===== src/rtl/uart_tx_controller.sv =====
// uart_tx_controller: serializes one UART frame per host write using the 16x oversample tick.
//   clk, reset       : rising-edge clock, asynchronous active-high reset
//   tx_en            : gates acceptance of new writes (a running frame always completes)
//   baud_select_in   : requested baud code
//   baud_select_out  : registered baud code to the tick generator, frozen while a frame runs
//   sample_enable    : oversample tick, OVERSAMPLE ticks per bit
//   tx_data, tx_wr   : frame data and level-sampled write strobe
//   tx_busy, tx_done : busy from acceptance to frame end, one-clk completion pulse
//   txd              : registered serial line, idle high
module uart_tx_controller #(
    parameter int DATA_BITS  = 8,
    parameter int OVERSAMPLE = 16,
    parameter bit PARITY_EN  = 1'b1
) (
    input  logic                 clk,
    input  logic                 reset,
    input  logic                 tx_en,
    input  logic [2:0]           baud_select_in,
    output logic [2:0]           baud_select_out,
    input  logic                 sample_enable,
    input  logic [DATA_BITS-1:0] tx_data,
    input  logic                 tx_wr,
    output logic                 tx_busy,
    output logic                 tx_done,
    output logic                 txd
);
    localparam int CW = OVERSAMPLE > 1 ? $clog2(OVERSAMPLE) : 1;
    localparam int BW = DATA_BITS > 1 ? $clog2(DATA_BITS) : 1;
    localparam logic [CW-1:0] CNT_LAST = CW'(OVERSAMPLE - 1);
    localparam logic [BW-1:0] BIT_LAST = BW'(DATA_BITS - 1);

    typedef enum logic [2:0] {IDLE, ALIGN, START, DATA, PARITY, STOP} state_t;

    state_t               state, state_d;
    logic [DATA_BITS-1:0] shift, shift_d;
    logic [CW-1:0]        cnt, cnt_d;
    logic [BW-1:0]        bit_idx, bit_d;
    logic [2:0]           baud_d;
    logic                 par, par_d, busy_d, done_d, txd_d, boundary;

    always_ff @(posedge clk or posedge reset) begin
        if (reset) begin
            state           <= IDLE;
            shift           <= '0;
            cnt             <= '0;
            bit_idx         <= '0;
            par             <= 1'b0;
            tx_busy         <= 1'b0;
            tx_done         <= 1'b0;
            txd             <= 1'b1;
            baud_select_out <= 3'b000;
        end else begin
            state           <= state_d;
            shift           <= shift_d;
            cnt             <= cnt_d;
            bit_idx         <= bit_d;
            par             <= par_d;
            tx_busy         <= busy_d;
            tx_done         <= done_d;
            txd             <= txd_d;
            baud_select_out <= baud_d;
        end
    end

    always_comb begin
        state_d  = state;
        shift_d  = shift;
        cnt_d    = cnt;
        bit_d    = bit_idx;
        par_d    = par;
        busy_d   = tx_busy;
        done_d   = 1'b0;
        baud_d   = baud_select_out;
        boundary = sample_enable && cnt == CNT_LAST;
        // Only the bit-driving states count ticks; the ALIGN tick is consumed by the transition.
        if (state inside {START, DATA, PARITY, STOP} && sample_enable)
            cnt_d = boundary ? '0 : cnt + CW'(1);
        case (state)
            IDLE: begin
                baud_d = baud_select_in;
                if (tx_wr && tx_en) begin
                    state_d = ALIGN;
                    shift_d = tx_data;
                    par_d   = ^tx_data;
                    cnt_d   = '0;
                    bit_d   = '0;
                    busy_d  = 1'b1;
                end
            end
            ALIGN:  if (sample_enable) state_d = START;
            START:  if (boundary) state_d = DATA;
            DATA: begin
                if (boundary) begin
                    if (bit_idx == BIT_LAST) begin
                        state_d = PARITY_EN ? PARITY : STOP;
                    end else begin
                        bit_d   = bit_idx + BW'(1);
                        shift_d = shift >> 1;
                    end
                end
            end
            PARITY: if (boundary) state_d = STOP;
            STOP: begin
                if (boundary) begin
                    state_d = IDLE;
                    busy_d  = 1'b0;
                    done_d  = 1'b1;
                end
            end
            default: state_d = IDLE;
        endcase
        // txd is registered from the next state so each bit appears on the edge that enters it.
        txd_d = state_d == START  ? 1'b0 :
                state_d == DATA   ? shift_d[0] :
                state_d == PARITY ? par_d : 1'b1;
    end
endmodule


===== config.mk =====
export PLATFORM = sky130hd
export DESIGN_NAME = uart_tx_controller
export DESIGN_NICKNAME = d
export VERILOG_FILES = /design/src/rtl/uart_tx_controller.sv
export SDC_FILE = /design/constraint.sdc
export NUM_CORES = 1
export LEC_CHECK = 0
export ABC_AREA = 1
export CAP_MARGIN = 5
export CORE_UTILIZATION = 39
export DETAILED_ROUTE_END_ITERATION = 7
export DONT_BUFFER_PORTS = 1
export MAX_ROUTING_LAYER = met4
export PLACE_DENSITY = 0.58
export SYNTH_ARGS = -nofsm -noshare
export SYNTH_HDL_FRONTEND = slang
export SYNTH_SLANG_ARGS = --single-unit
export TNS_END_PERCENT = 10

===== constraint.sdc =====
create_clock -name clk -period 4.6 [get_ports clk]
set_clock_uncertainty 0.05 [all_clocks]
set_input_delay 0.92 -clock clk [delete_from_list [all_inputs] [get_ports clk]]
set_output_delay 0.92 -clock clk [all_outputs]
set_load 0.02 [all_outputs]

==> results.md, run 1 <==
Outcome:
- The run finished with clean final reports.

Synth:
- The cell count after synthesis is around 190.
- The synthesized netlist contains 28 unique library cells.
- The commonest register cell after synthesis is dfrtp_1.
- Among all cell types in the netlist, the one instantiated most often is nand2_1.
- Summing every instance area after synthesis gives around 0.0014 sq mm.
- The commonest cells after synthesis are 69 x nand2_1, 28 x inv_1, 24 x dfrtp_1.
- Of the post-synthesis cell area, the dominant cell type holds 0.420.
- Sorting the synthesized cells by area gives the leading types as dfrtp_1 42%, nand2_1 18%, inv_1 7.3%.
- The number of synthesized register bits is 25.
- The synthesized net count is 207.
- The proportion of register bits with asynchronous set or reset after synthesis is 1.00.
- Summed over all instances, the cell type with the most area after synthesis is dfrtp_1.
- The average size of a mapped cell is ~7.6 sq um.
- The synthesized design contains 0 enable-type register cells.
- The warning count from the yosys run is 0.
- The share of the Yosys chip area taken by registers is 0.438.

Final layout:
- With fillers left out, the area of the finished cells amounts to roughly 0.0015 sq mm.
- Excluding fillers, the count of instances in the completed layout stands at approximately 240.
- For this run, the share of the core covered by cells in the final layout is 0.440.
- From synthesis to final layout, the design area changed by 5.07%.
- The number of antenna diodes in the final layout is 0.
- The proportion of layout cells with a drive suffix above 1 is 0.100.
- In the final design database the tool counted roughly 210 nets.

Min path:
- The worst hold path terminates at shift[0].
- In this run the most critical hold path is launched from shift[0].
- Counting instances, the worst hold path has a depth of 2.
- In this run the worst hold path is classified as flop to flop.

Floorplan:
- 22 I/O pins were placed.
- The die is between 60 and 70 um tall.
- The starting density of the core is 0.419.
- The core region is about 0.0034 sq mm.
- The die covers a little under 0.004 sq mm.
- From left edge to right edge, the die measures about 63 um.
- The number of standard-cell rows in the floorplan is 21.

Power:
- The clock share of power is 0.127.
- For this design the static power due to leakage is approximately 0.79 nW.
- The net switching component of the power is approximately 320 uW.
- The power density relative to cell area is between 500 and 600 mW/mm^2.
- The internal portion of the total power is 456 uW.
- The share of total power dissipated in sequential elements is 0.495.
- Of the total power, the share spent switching nets is 0.412.
- IR analysis of the VDD net gives a maximum drop of 0.189 mV.
- The share of total power dissipated in combinational logic is 0.378.

Clock network:
- The cell sitting at the root of the clock tree is a clkbuf_4.
- After clock tree synthesis, the clock-pin slew on the worst setup and hold paths is ~140 ps.
- The hold-fix buffer count after cts is 0.
- Counting every sink on the clock net gives 25.
- The largest buffer count on any clock path is 2.
- The total clock buffers created by CTS is 3.
- The clock latency reported for the late side of the worst-skew pair is 310 ps.
- The number of gates resized after CTS was 0.
- CTS built an H-tree with a depth of 1.
- The count of buffers added by post-CTS timing repair for setup is 0.
- TritonCTS built the clock tree.

Worst setup path:
- The worst reg-to-reg path cell count is 7.
- The internal reg-to-reg setup slack is approximately 2900 ps.
- For the worst setup path, the data arrival time is 920 ps.
- The type of origin of the critical path is a flop.
- At the worst endpoint, the required time is roughly 3600 ps.
- The critical path in this run is classified as flop to primary output.
- The critical path capture point type is a primary output.
- Of all nets on the critical path, the largest fanout is 1.
- In this run the critical register-to-register path is launched from cnt[0].
- The launching element of the worst setup path is txd.
- The endpoint identified for the worst register-to-register timing path is bit_idx[0].

STA:
- The setup TNS is 0 ps.
- Setup repair after global routing left no endpoint under its margin.
- In this run the tightest slew margin relative to its limit is 0.384.
- The period utilization is 0.410.
- The count of final max-slew check failures is 0.
- The hold violation total from the final report is 0.
- The smallest clock period supported by the final layout is computed as around 1900 ps.
- The worst-case hold slack is 488 ps.
- The highest clock rate is approximately 530 MHz.
- The transition at the pin with the smallest max-transition slack is a little over 900 ps.
- The number of setup violations in the final report is 0.

Global routing:
- The first global-routing pass estimated 4.74 mm of wire.
- The via count of the first global-routing pass is between 1k and 1.5k.
- The remaining global-route overflow is 0.
- The initial antenna violation count came to 0.
- The largest net degree at the start of global routing is 26.
- The global-route usage over all layers is 0.154.

Route:
- After the first detailed-routing iteration, the DRC count stood at 40.
- The final wirelength is around 2.6 mm.
- Dividing the detail-routed via count by the number of cells gives between 4 and 5.
- The total number of vias is roughly 1.1k.
- The detailed-routing iteration count for the pre-antenna-repair pass is 4.
- For this run, design rule violations remaining after detail routing come to 0.
- In the final routed layout, each cell accounts on average for between 10 and 15 um.
- The residual antenna-violating net count after detailed routing is 0.

Placement:
- The wire-length estimate of the detail-placed layout is 2.05 mm.
- Summing all placed instances gives a cell area of 0.00147 sq mm.
- The post-placement cell count is 232.
- The weighted congestion reported at the end of routability-driven placement is 0.823.
- The port buffer count is 0.

Run:
- Max-cap violations in this run came to 0.
stage by stage:
| stage | power (mW) | worst slack (ps) |
|---|---|---|
| 6_report | 0.775 | 2710 |
| 4_1_cts | 0.785 | 2700 |
| 3_5_place_dp | 0.685 | 2660 |
| 2_1_floorplan | 0.627 | 2790 |
| 3_3_place_gp | 0.673 | 2680 |
| 5_1_grt | 0.854 | 2670 |
cells by family (layout without fill, tap and decap cells):
| logic type | count (synthesis) | in the layout | synth area share |
|---|---|---|---|
| and+or+nand+nor | 106 | 106 | 0.334 |
| buffers and inverters | 32 | 35 | 0.0936 |
| DFF | 25 | 25 | 0.438 |
| AOI/OAI and AO/OA | 18 | 18 | 0.0866 |
| adders and majority gates | 4 | 4 | 0.0350 |
| xor gates and xnor gates | 2 | 2 | 0.0123 |
power by group through the flow:
stage          sequential (mW)  clock, mW  combinational (mW)
3_5_place_dp             0.389          0               0.296
5_1_grt                  0.395      0.115               0.344
4_1_cts                  0.384      0.105               0.297
2_1_floorplan            0.378          0               0.249
3_3_place_gp             0.388          0               0.285
6_report                 0.384     0.0986               0.293
routing by layer:
metal  wire length, um  up-vias  track usage
met3                88        2       0.0274
li1                  -      601            -
met2              1240       16        0.254
met1              1220      521        0.189
met4                17        0       0.0523
met5                 0        -            -
sequential cells by signal (all words and copies together) (netlist names):
register / flops
bit_idx: 3
baud_select_out: 3
txd: 1
tx_busy: 1
shift: 8
state: 3
cnt: 4
tx_done: 1
par: 1
worst reg2reg max path, delay by kind of cell, from the launching register on:
family                     cells  cell delay [ps]
adders and majority gates      1              220
AOI/OAI and AO/OA              2              210
DFF                            1              400
and+or+nand+nor                4              700
final cells by class:
type,count,area [sq um]
Sequential cell,25,627
Tap cell,46,57.6
Multi-Input combinational cell,130,669
Clock buffer,3,22.5
Inverter,31,119
Clock inverter,1,7.51
Fill cell,341,1910
worst max-delay path by stage:
stage	end	slack, ps	cells past startpoint
3_3_place_gp	txd	2680	9
3_5_place_dp	bit_idx[0]	2660	6
5_1_grt	txd	2670	0
4_1_cts	txd	2700	0
2_1_floorplan	shift[1]	2790	6
6_report	txd	2710	0
cells in the final DEF, fill, tap and decap left out, types with 2 or more instances in the layout:
| cell | synthesis | layout |
|---|---|---|
| nor3_1 | 3 | 3 |
| dfrtp_1 | 24 | 24 |
| o221ai_1 | 6 | 6 |
| nor2_2 | 2 | 2 |
| ha_1 | 4 | 4 |
| clkbuf_4 | 0 | 3 |
| or2_2 | 2 | 2 |
| nor2_1 | 12 | 12 |
| a21oi_1 | 4 | 4 |
| inv_2 | 2 | 2 |
| nand2_1 | 69 | 69 |
| nand3_1 | 11 | 11 |
| o21ai_0 | 4 | 4 |
| inv_1 | 28 | 28 |
| nand4_1 | 2 | 2 |
(Power assumes the default switching activity.)
==> inputs of run 2 (changes only) <==
--- a/config.mk
+++ b/config.mk
@@ -11,7 +11,7 @@
 export DETAILED_ROUTE_END_ITERATION = 7
 export DONT_BUFFER_PORTS = 1
 export MAX_ROUTING_LAYER = met4
-export PLACE_DENSITY = 0.58
+export PLACE_DENSITY = 0.6
 export SYNTH_ARGS = -nofsm -noshare
 export SYNTH_HDL_FRONTEND = slang
 export SYNTH_SLANG_ARGS = --single-unit
==> constraint.sdc (replaced) <==
create_clock -name clk -period 1.7 [get_ports clk]
set_clock_uncertainty 0.05 [all_clocks]
set_input_delay 0.34 -clock clk [delete_from_list [all_inputs] [get_ports clk]]
set_output_delay 0.34 -clock clk [all_outputs]
set_load 0.02 [all_outputs]
==> run 2 against run 1 <==
Against the previous run:
- flip-flop and latch count did not move
- core utilization up 1.1 points
- worst setup slack lost 2600 ps
- global-route usage decreased by 0.11 points
- design area increased by 2.6%
- critical path depth increased by 7
- routed wire length is 1.8% higher
- clock-buffer cell count stayed put
- first-iteration DRC count down 5.0%
- worst hold slack got worse by 410 ps
- combinational power rose to 2.8 times the previous value
- clock power increased to 2.7 times the previous value
==> results.md, run 2 (synthesis results as in run 1) <==
Floorplan:
- The initial utilization of the core area, before any placement, comes to 0.419.
- The core outline area is 0.00342 sq mm.
- After floorplanning, the core was divided into 21 placement rows.
- The number of ports placed on the die boundary is 22.
- The floorplan step defined a die boundary enclosing about 0.0039 sq mm.
- In this run the vertical extent of the chip is around 63 um.
- The horizontal extent of the die is roughly 63 um.

Placement:
- The weighted congestion reported at the end of routability-driven placement is between 0.8 and 0.9.
- The half-perimeter wire length of the detailed placement result is between 2 and 2.5 mm.
- The count of buffers added on input and output ports is 0.

STA:
- The hold violation total from the final report was 0.
- Dividing the final minimum period by the clock period gives 0.959.
- For the pin with the worst max-slew slack, the measured transition is 340 ps.
- The count of final max-slew check failures came to 0.
- Adding up every negative setup slack in the final design gives 0 ps.
- The number of setup violations in the final report is 0.
- Setup repair after global routing could not meet its margin everywhere.
- The worst slew slack as a fraction of its limit is 0.773.
- The highest clock rate is 613 MHz.
- The minimum clock period after layout is ~1600 ps.

Final layout:
- In the layout the commonest cells are 69 x nand2_1, 28 x inv_1, 24 x dfrtp_1.
- The proportion of layout cells with a drive suffix above 1 is 0.114.
- The number of flip-flops in the largest register is 8.
- Measured on the finished design, the core utilization comes to 0.451.
- From synthesis to final layout, the design area changed by 7.79%.
- The net count of the finished layout is ~210.
- In the final layout, the registers with the most flip-flops are shift (8), cnt (4).
- The number of antenna repair diodes is 0.
- shift holds more flip-flops than any other register.
- Leaving out fill and tap cells, the most frequent cell in the layout is nand2_1.

Worst setup path:
- STA classifies the critical path endpoint as a flop.
- The critical-path maximum fanout is 11.
- The critical path is of the flop to flop type.
- The startpoint identified for the worst register-to-register timing path is bit_idx[0].
- The internal reg-to-reg setup slack is slightly below 70 ps.
- STA classifies the critical path startpoint as a flop.
- The required time of the worst setup path is roughly 1900 ps.
- The worst reg-to-reg path cell count is 7.
- The data arrival time at the worst-slack endpoint is 1800 ps.
- The capture instance of the worst register-to-register path is bit_idx[0].

Clock network:
- In this run the number of H-tree levels came out at 1.
- The cell at the root of the clock tree is clkbuf_4.
- Buffers inserted during clock tree synthesis total 3.
- The clock input transition at the sequential cells of the worst setup and hold paths is around 130 ps.
- The clock latency reported for the late side of the worst-skew pair is between 300 and 400 ps.
- The longest clock path from root to sink contains 2 buffers.
- The total clock sinks is 25.
- The clock tree from TritonCTS is built.

Min path:
- The classification of the worst-slack hold path is input port to flop.
- The hold path depth is 2.
- The hold path endpoint is baud_select_out[0].
- The startpoint identified for the worst hold timing path is baud_select_in[0].

Global routing:
- For this run, the total global-route usage over all layers was measured as 0.153.
- The first global-routing pass estimated 4.73 mm of wire.
- The initial antenna violation count is 0.
- The layer flagged by global routing as most heavily used is met2.
- The met3 global-route usage is 0.0237.
- Entering global routing, the biggest net connects 21 pins.
- For this run, global-route usage on met2 was measured as 0.268.
- For this run the aggregate overflow at the end of global routing stands at 0.
- In the global route stage, met1 resource usage came out at 0.184.
- The via count of the first global-routing pass was 1129.

Route:
- The final routed DRC violation total is 0.
- The residual antenna-violating net count after detailed routing is 0.
- The average routed wire per standard cell is roughly 11 um.
- The first TritonRoute pass finished after 4 iterations.
- After detailed routing, the number of vias per cell comes to a little under 5.
- After detailed routing, the total wire length is 2.61 mm.
- The total number of vias is between 1k and 1.5k.
- The first routing iteration left 38 violations.

Power:
- The sequential group share of total power is 0.493.
- The net switching component of the power is between 800 and 900 uW.
- The internal cell power is between 1 and 1.5 mW.
- Of the total power, the share spent switching nets is 0.412.
- The share of total power dissipated in the clock network is 0.124.
- The analysis attributes to cell leakage a power of just over 0.8 nW.
- Power spread over the standard cell area amounts to about 1400 mW/mm^2.
- The proportion of power drawn by combinational gates is 0.383.
- The worst supply voltage drop on vdd is 0.572 mV.

Run:
- Max-cap violations in this run came to 0.

Outcome:
- The run finished with clean final reports.
-- run 2: layer usage --
metal | up-vias | share of wire
li1 | 603 | -
met5 | - | 0
met3 | 4 | 0.028
met1 | 540 | 0.45
met2 | 16 | 0.51
met4 | 0 | 0.013
-- run 2: cell type report --
type                       count  area, sq um
fill                         354         1870
multi-input combinational    130          686
clock buffer                   3         22.5
inverter                      31          119
sequential                    25          627
tap                           46         57.6
clock inverter                 1         5.00
timing repair buffer           3         25.0
-- run 2: worst max-delay path: stages, from the launching register on --
cell	delay, ps
dfrtp_1	420
ha_1	200
ha_1	210
inv_1	130
nand3_4	180
nand2_8	140
o21ai_0	90
o21a_1	110
-- run 2: through the flow --
step / power, mW / hold slack [ps] / worst slack [ps] / cells / instance area [sq um]
6_report: 2.12 / 82.2 / 69.3 / 239 / 1540
5_1_grt: 2.33 / 76.3 / -35.4 / 239 / 1540
4_1_cts: 2.13 / 79.7 / 44.2 / 239 / 1530
3_5_place_dp: 1.87 / 108 / 27.1 / 234 / 1490
3_3_place_gp: 1.82 / 94.4 / 109 / 234 / 1490
2_1_floorplan: 1.70 / 317 / 210 / 187 / 1430
-- run 2: power groups by stage --
| stage | clock network, mW | logic [mW] | registers (mW) |
|---|---|---|---|
| 6_report | 0.263 | 0.811 | 1.04 |
| 2_1_floorplan | 0 | 0.674 | 1.02 |
| 4_1_cts | 0.270 | 0.817 | 1.05 |
| 5_1_grt | 0.300 | 0.957 | 1.08 |
| 3_5_place_dp | 0 | 0.809 | 1.06 |
| 3_3_place_gp | 0 | 0.774 | 1.05 |
-- run 2: what timing repair did --
action | in CTS | in global routing
setup endpoints to repair | 1 | 5
hold endpoints to repair | 5 | 0
pin swaps | 0 | 2
gates resized for setup | 1 | 3
buffers inserted | 0 | 0
hold buffers | 1 | 0
gates cloned | 0 | 0
-- run 2: worst max-delay path by stage --
| stage | startpoint | end | slack, ps |
|---|---|---|---|
| 2_1_floorplan | cnt[0] | shift[1] | 210 |
| 3_3_place_gp | cnt[0] | bit_idx[0] | 110 |
| 3_5_place_dp | cnt[0] | bit_idx[0] | 30 |
| 4_1_cts | bit_idx[0] | bit_idx[0] | 40 |
| 5_1_grt | bit_idx[0] | bit_idx[0] | -40 |
| 6_report | bit_idx[0] | bit_idx[0] | 70 |
==> inputs of run 3 (changes only) <==
--- a/config.mk
+++ b/config.mk
@@ -7,11 +7,13 @@
 export LEC_CHECK = 0
 export ABC_AREA = 1
 export CAP_MARGIN = 5
+export CELL_PAD_IN_SITES_DETAIL_PLACEMENT = 1
+export CELL_PAD_IN_SITES_GLOBAL_PLACEMENT = 1
 export CORE_UTILIZATION = 39
 export DETAILED_ROUTE_END_ITERATION = 7
 export DONT_BUFFER_PORTS = 1
 export MAX_ROUTING_LAYER = met4
-export PLACE_DENSITY = 0.6
+export PLACE_DENSITY = 0.76
 export SYNTH_ARGS = -nofsm -noshare
 export SYNTH_HDL_FRONTEND = slang
 export SYNTH_SLANG_ARGS = --single-unit
==> run 3 against run 2 <==
Against the previous run:
- routed wire length grew 32%
- power rose by 4.2%
- register-to-register slack about the same
- flip-flop and latch count is the same
- clock-buffer cell count did not move
- design area increased by 0.97%
- combinational power grew 7.3%
- die area did not move
- cell count up 0.84%
- largest cell class unchanged
- highest routed layer unchanged
==> results.md, run 3 (synthesis results as in run 1) <==
Final layout:
- The top cell types in the final layout, fill and taps aside, are 69 x nand2_1, 27 x inv_1, 24 x dfrtp_1.
- The count of cells in the finished layout, fillers not included, comes to about 240.
- The number of flip-flops in the largest register is 8.
- Counting the fill cells in the layout gives around 450.
- The commonest non-fill, non-tap cell in the layout is nand2_1.
- The relative area change from synthesis to final layout is 8.84%.
- The proportion of layout cells with a drive suffix above 1 is 0.133.
- In the final design database the tool counted 216 nets.
- The largest registers in the layout are shift (8), cnt (4).
- The combined area of the multi-input logic cells is just under 700 sq um.
- The register containing the most flip-flops in the final layout is shift.
- Across the whole layout, storage elements account for between 600 and 700 sq um.
- The number of antenna repair diodes is 0.

Route:
- After detailed routing, the met3 layer carries 84 um of wire.
- In this run the remaining antenna-violating nets after routing total 0.
- In the final routing, the length of wire on met1 measures ~1.5 mm.
- In this run the top signal layer used is met4.
- The routed design has roughly 3.4 mm of wire.
- The routed via count divided by cell count is 5.06.
- For this run, the detailed router's first-pass iteration total came to 4.
- After the first detailed-routing iteration, the DRC count stood at 22.
- The final routed DRC violation total is 0.
- Detailed routing placed a total of between 1.5 and 2 mm of wire on met2.
- The average routed wire per standard cell is between 10 and 15 um.
- The total number of vias is between 1k and 1.5k.

STA:
- The transition at the pin with the smallest max-transition slack is between 300 and 400 ps.
- Setup repair after global routing could not meet its margin everywhere.
- Measured against its own limit, the worst slew margin works out to 0.756.
- The tightest hold path in the finished design has a slack of roughly 58 ps.
- The smallest setup slack after layout is 84.2 ps.
- The number of setup violations in the final report is 0.
- Subtracting the final worst setup slack from the clock period gives between 1500 and 2000 ps.
- The highest clock rate is 619 MHz.
- The count of final max-slew check failures is 0.
- The period utilization is 0.950.
- The hold violation total from the final report is 0.

Min path:
- The min-delay analysis places its worst path in the category input port to flop.

Worst setup path:
- The type of origin of the critical path is a flop.
- The critical path capture point type is a flop.
- On the worst path, the slowest cell contributes a delay of ~500 ps.
- Traced cell by cell, the critical path runs through nor3_4, nand3_4, nand2_8, o21ai_0, o21a_1.
- The cell type of the slowest stage on the worst timing path is dfrtp_1.
- The critical-path maximum fanout is 11.
- The data arrival time at the worst-slack endpoint is 1810 ps.
- The critical path class is flop to flop.
- The required time of the worst setup path is about 1900 ps.

Clock network:
- CTS built an H-tree with a depth of 1.
- Clock-pin slew was measured on the worst setup and hold paths at ~150 ps.
- The clock tree from TritonCTS is built.
- The total clock sinks is 25.
- The cell at the root of the clock tree is clkbuf_4.
- TritonCTS created 3 clock buffers.
- The clock latency reported for the late side of the worst-skew pair is around 330 ps.
- Counting along the longest clock path gives a buffer depth of 2.

Power:
- The analysis attributes to cell leakage a power of 0.816 nW.
- The power density relative to cell area is around 1400 mW/mm^2.
- The worst supply voltage drop on vdd is between 0.6 and 0.7 mV.

Floorplan:
- The die is ~63 um tall.
- The number of ports placed on the die boundary is 22.
- The number of standard-cell rows in the floorplan is 21.
- The floorplan die area is 0.00391 sq mm.
- After floorplanning, the core was sized to cover around 0.0034 sq mm.
- Measured along the x axis, the die boundary spans 62.6 um.
- The initial utilization of the core area, before any placement, comes to 0.419.

Placement:
- The worst slack at placement is -2.30 ps.
- After legalization and detailed placement, the total HPWL measured roughly 2.7 mm.
- In this run the tool buffered the top-level ports with 0 buffer cells.
- The congestion estimate from routability-driven global placement came to roughly 0.82.
- Once placement completed, the tool counted placed cells totaling 235.

Global routing:
- The via count of the first global-routing pass is about 1.3k.
- The initial antenna violation count is 0.
- The first global-routing pass estimated 5.76 mm of wire.
- The largest net degree at the start of global routing is 17.
- For this run the aggregate overflow at the end of global routing stands at 0.
- The global-route usage over all layers is 0.191.

Run:
- Max-cap violations in this run came to 0.

Outcome:
- The run finished with clean final reports.
-- run 3: changes by cell type in the layout (fill, tap and decap cells not counted), sizes merged --
cell	change
clkinv	-1
clkinvlp	+1
buf	+2
-- run 3: worst max-delay path: cells and delay by family, from the launching register on --
family | cells | cell delay [ps]
simple gates | 3 | 770
flops | 1 | 500
compound gates | 2 | 200
-- run 3: repair_timing --
item / in CTS / in global routing
pin swaps: 0 / 1
buffers inserted: 0 / 1
endpoints found under the setup margin: 1 / 10
gates resized for setup: 1 / 4
endpoints found under the hold margin: 8 / 0
hold buffers: 1 / 0
-- run 3: where the power goes --
part | leakage [nW] | switching (mW) | total [mW] | internal (mW)
combinational | 0.492 | 0.541 | 0.870 | 0.329
clock | 0.0139 | 0.190 | 0.280 | 0.0902
sequential | 0.310 | 0.214 | 1.06 | 0.845
-- run 3: layer usage --
layer,global-route usage,up-vias
li1,-,603
met1,0.213,594
met2,0.346,17
met3,0.0347,6
met4,0.0523,0
met5,-,-
-- run 3: stage by stage --
stage | area [sq um] | total power, mW | setup TNS, ps | utilization
CTS | 1540 | 2.22 | 0 | 0.450
detailed placement | 1500 | 1.93 | -2.30 | 0.438
global route | 1560 | 2.42 | -64.1 | 0.456
finish | 1560 | 2.21 | 0 | 0.456
global placement | 1500 | 1.86 | 0 | 0.438
floorplan | 1430 | 1.70 | 0 | -
-- run 3: cell type report --
cell class                 count  area share
multi-input combinational    130       0.439
sequential                    25       0.403
inverter                      31      0.0764
tap                           46      0.0370
timing repair buffer           5      0.0257
clock buffer                   3      0.0145
clock inverter                 1     0.00482
-- run 3: path summary, 6_finish.rpt --
check / depth (start not counted) / from / slack [ps] / endpoint
max reg2reg: 5 / state[2] / 80 / bit_idx[0]
min: 2 / baud_select_in[2] / 60 / baud_select_out[2]
max in group asynchronous: 3 / reset / 690 / bit_idx[1]
min reg2reg: 2 / bit_idx[1] / 490 / bit_idx[1]
max: 5 / state[2] / 80 / bit_idx[0]
min in group asynchronous: 2 / reset / 340 / tx_busy
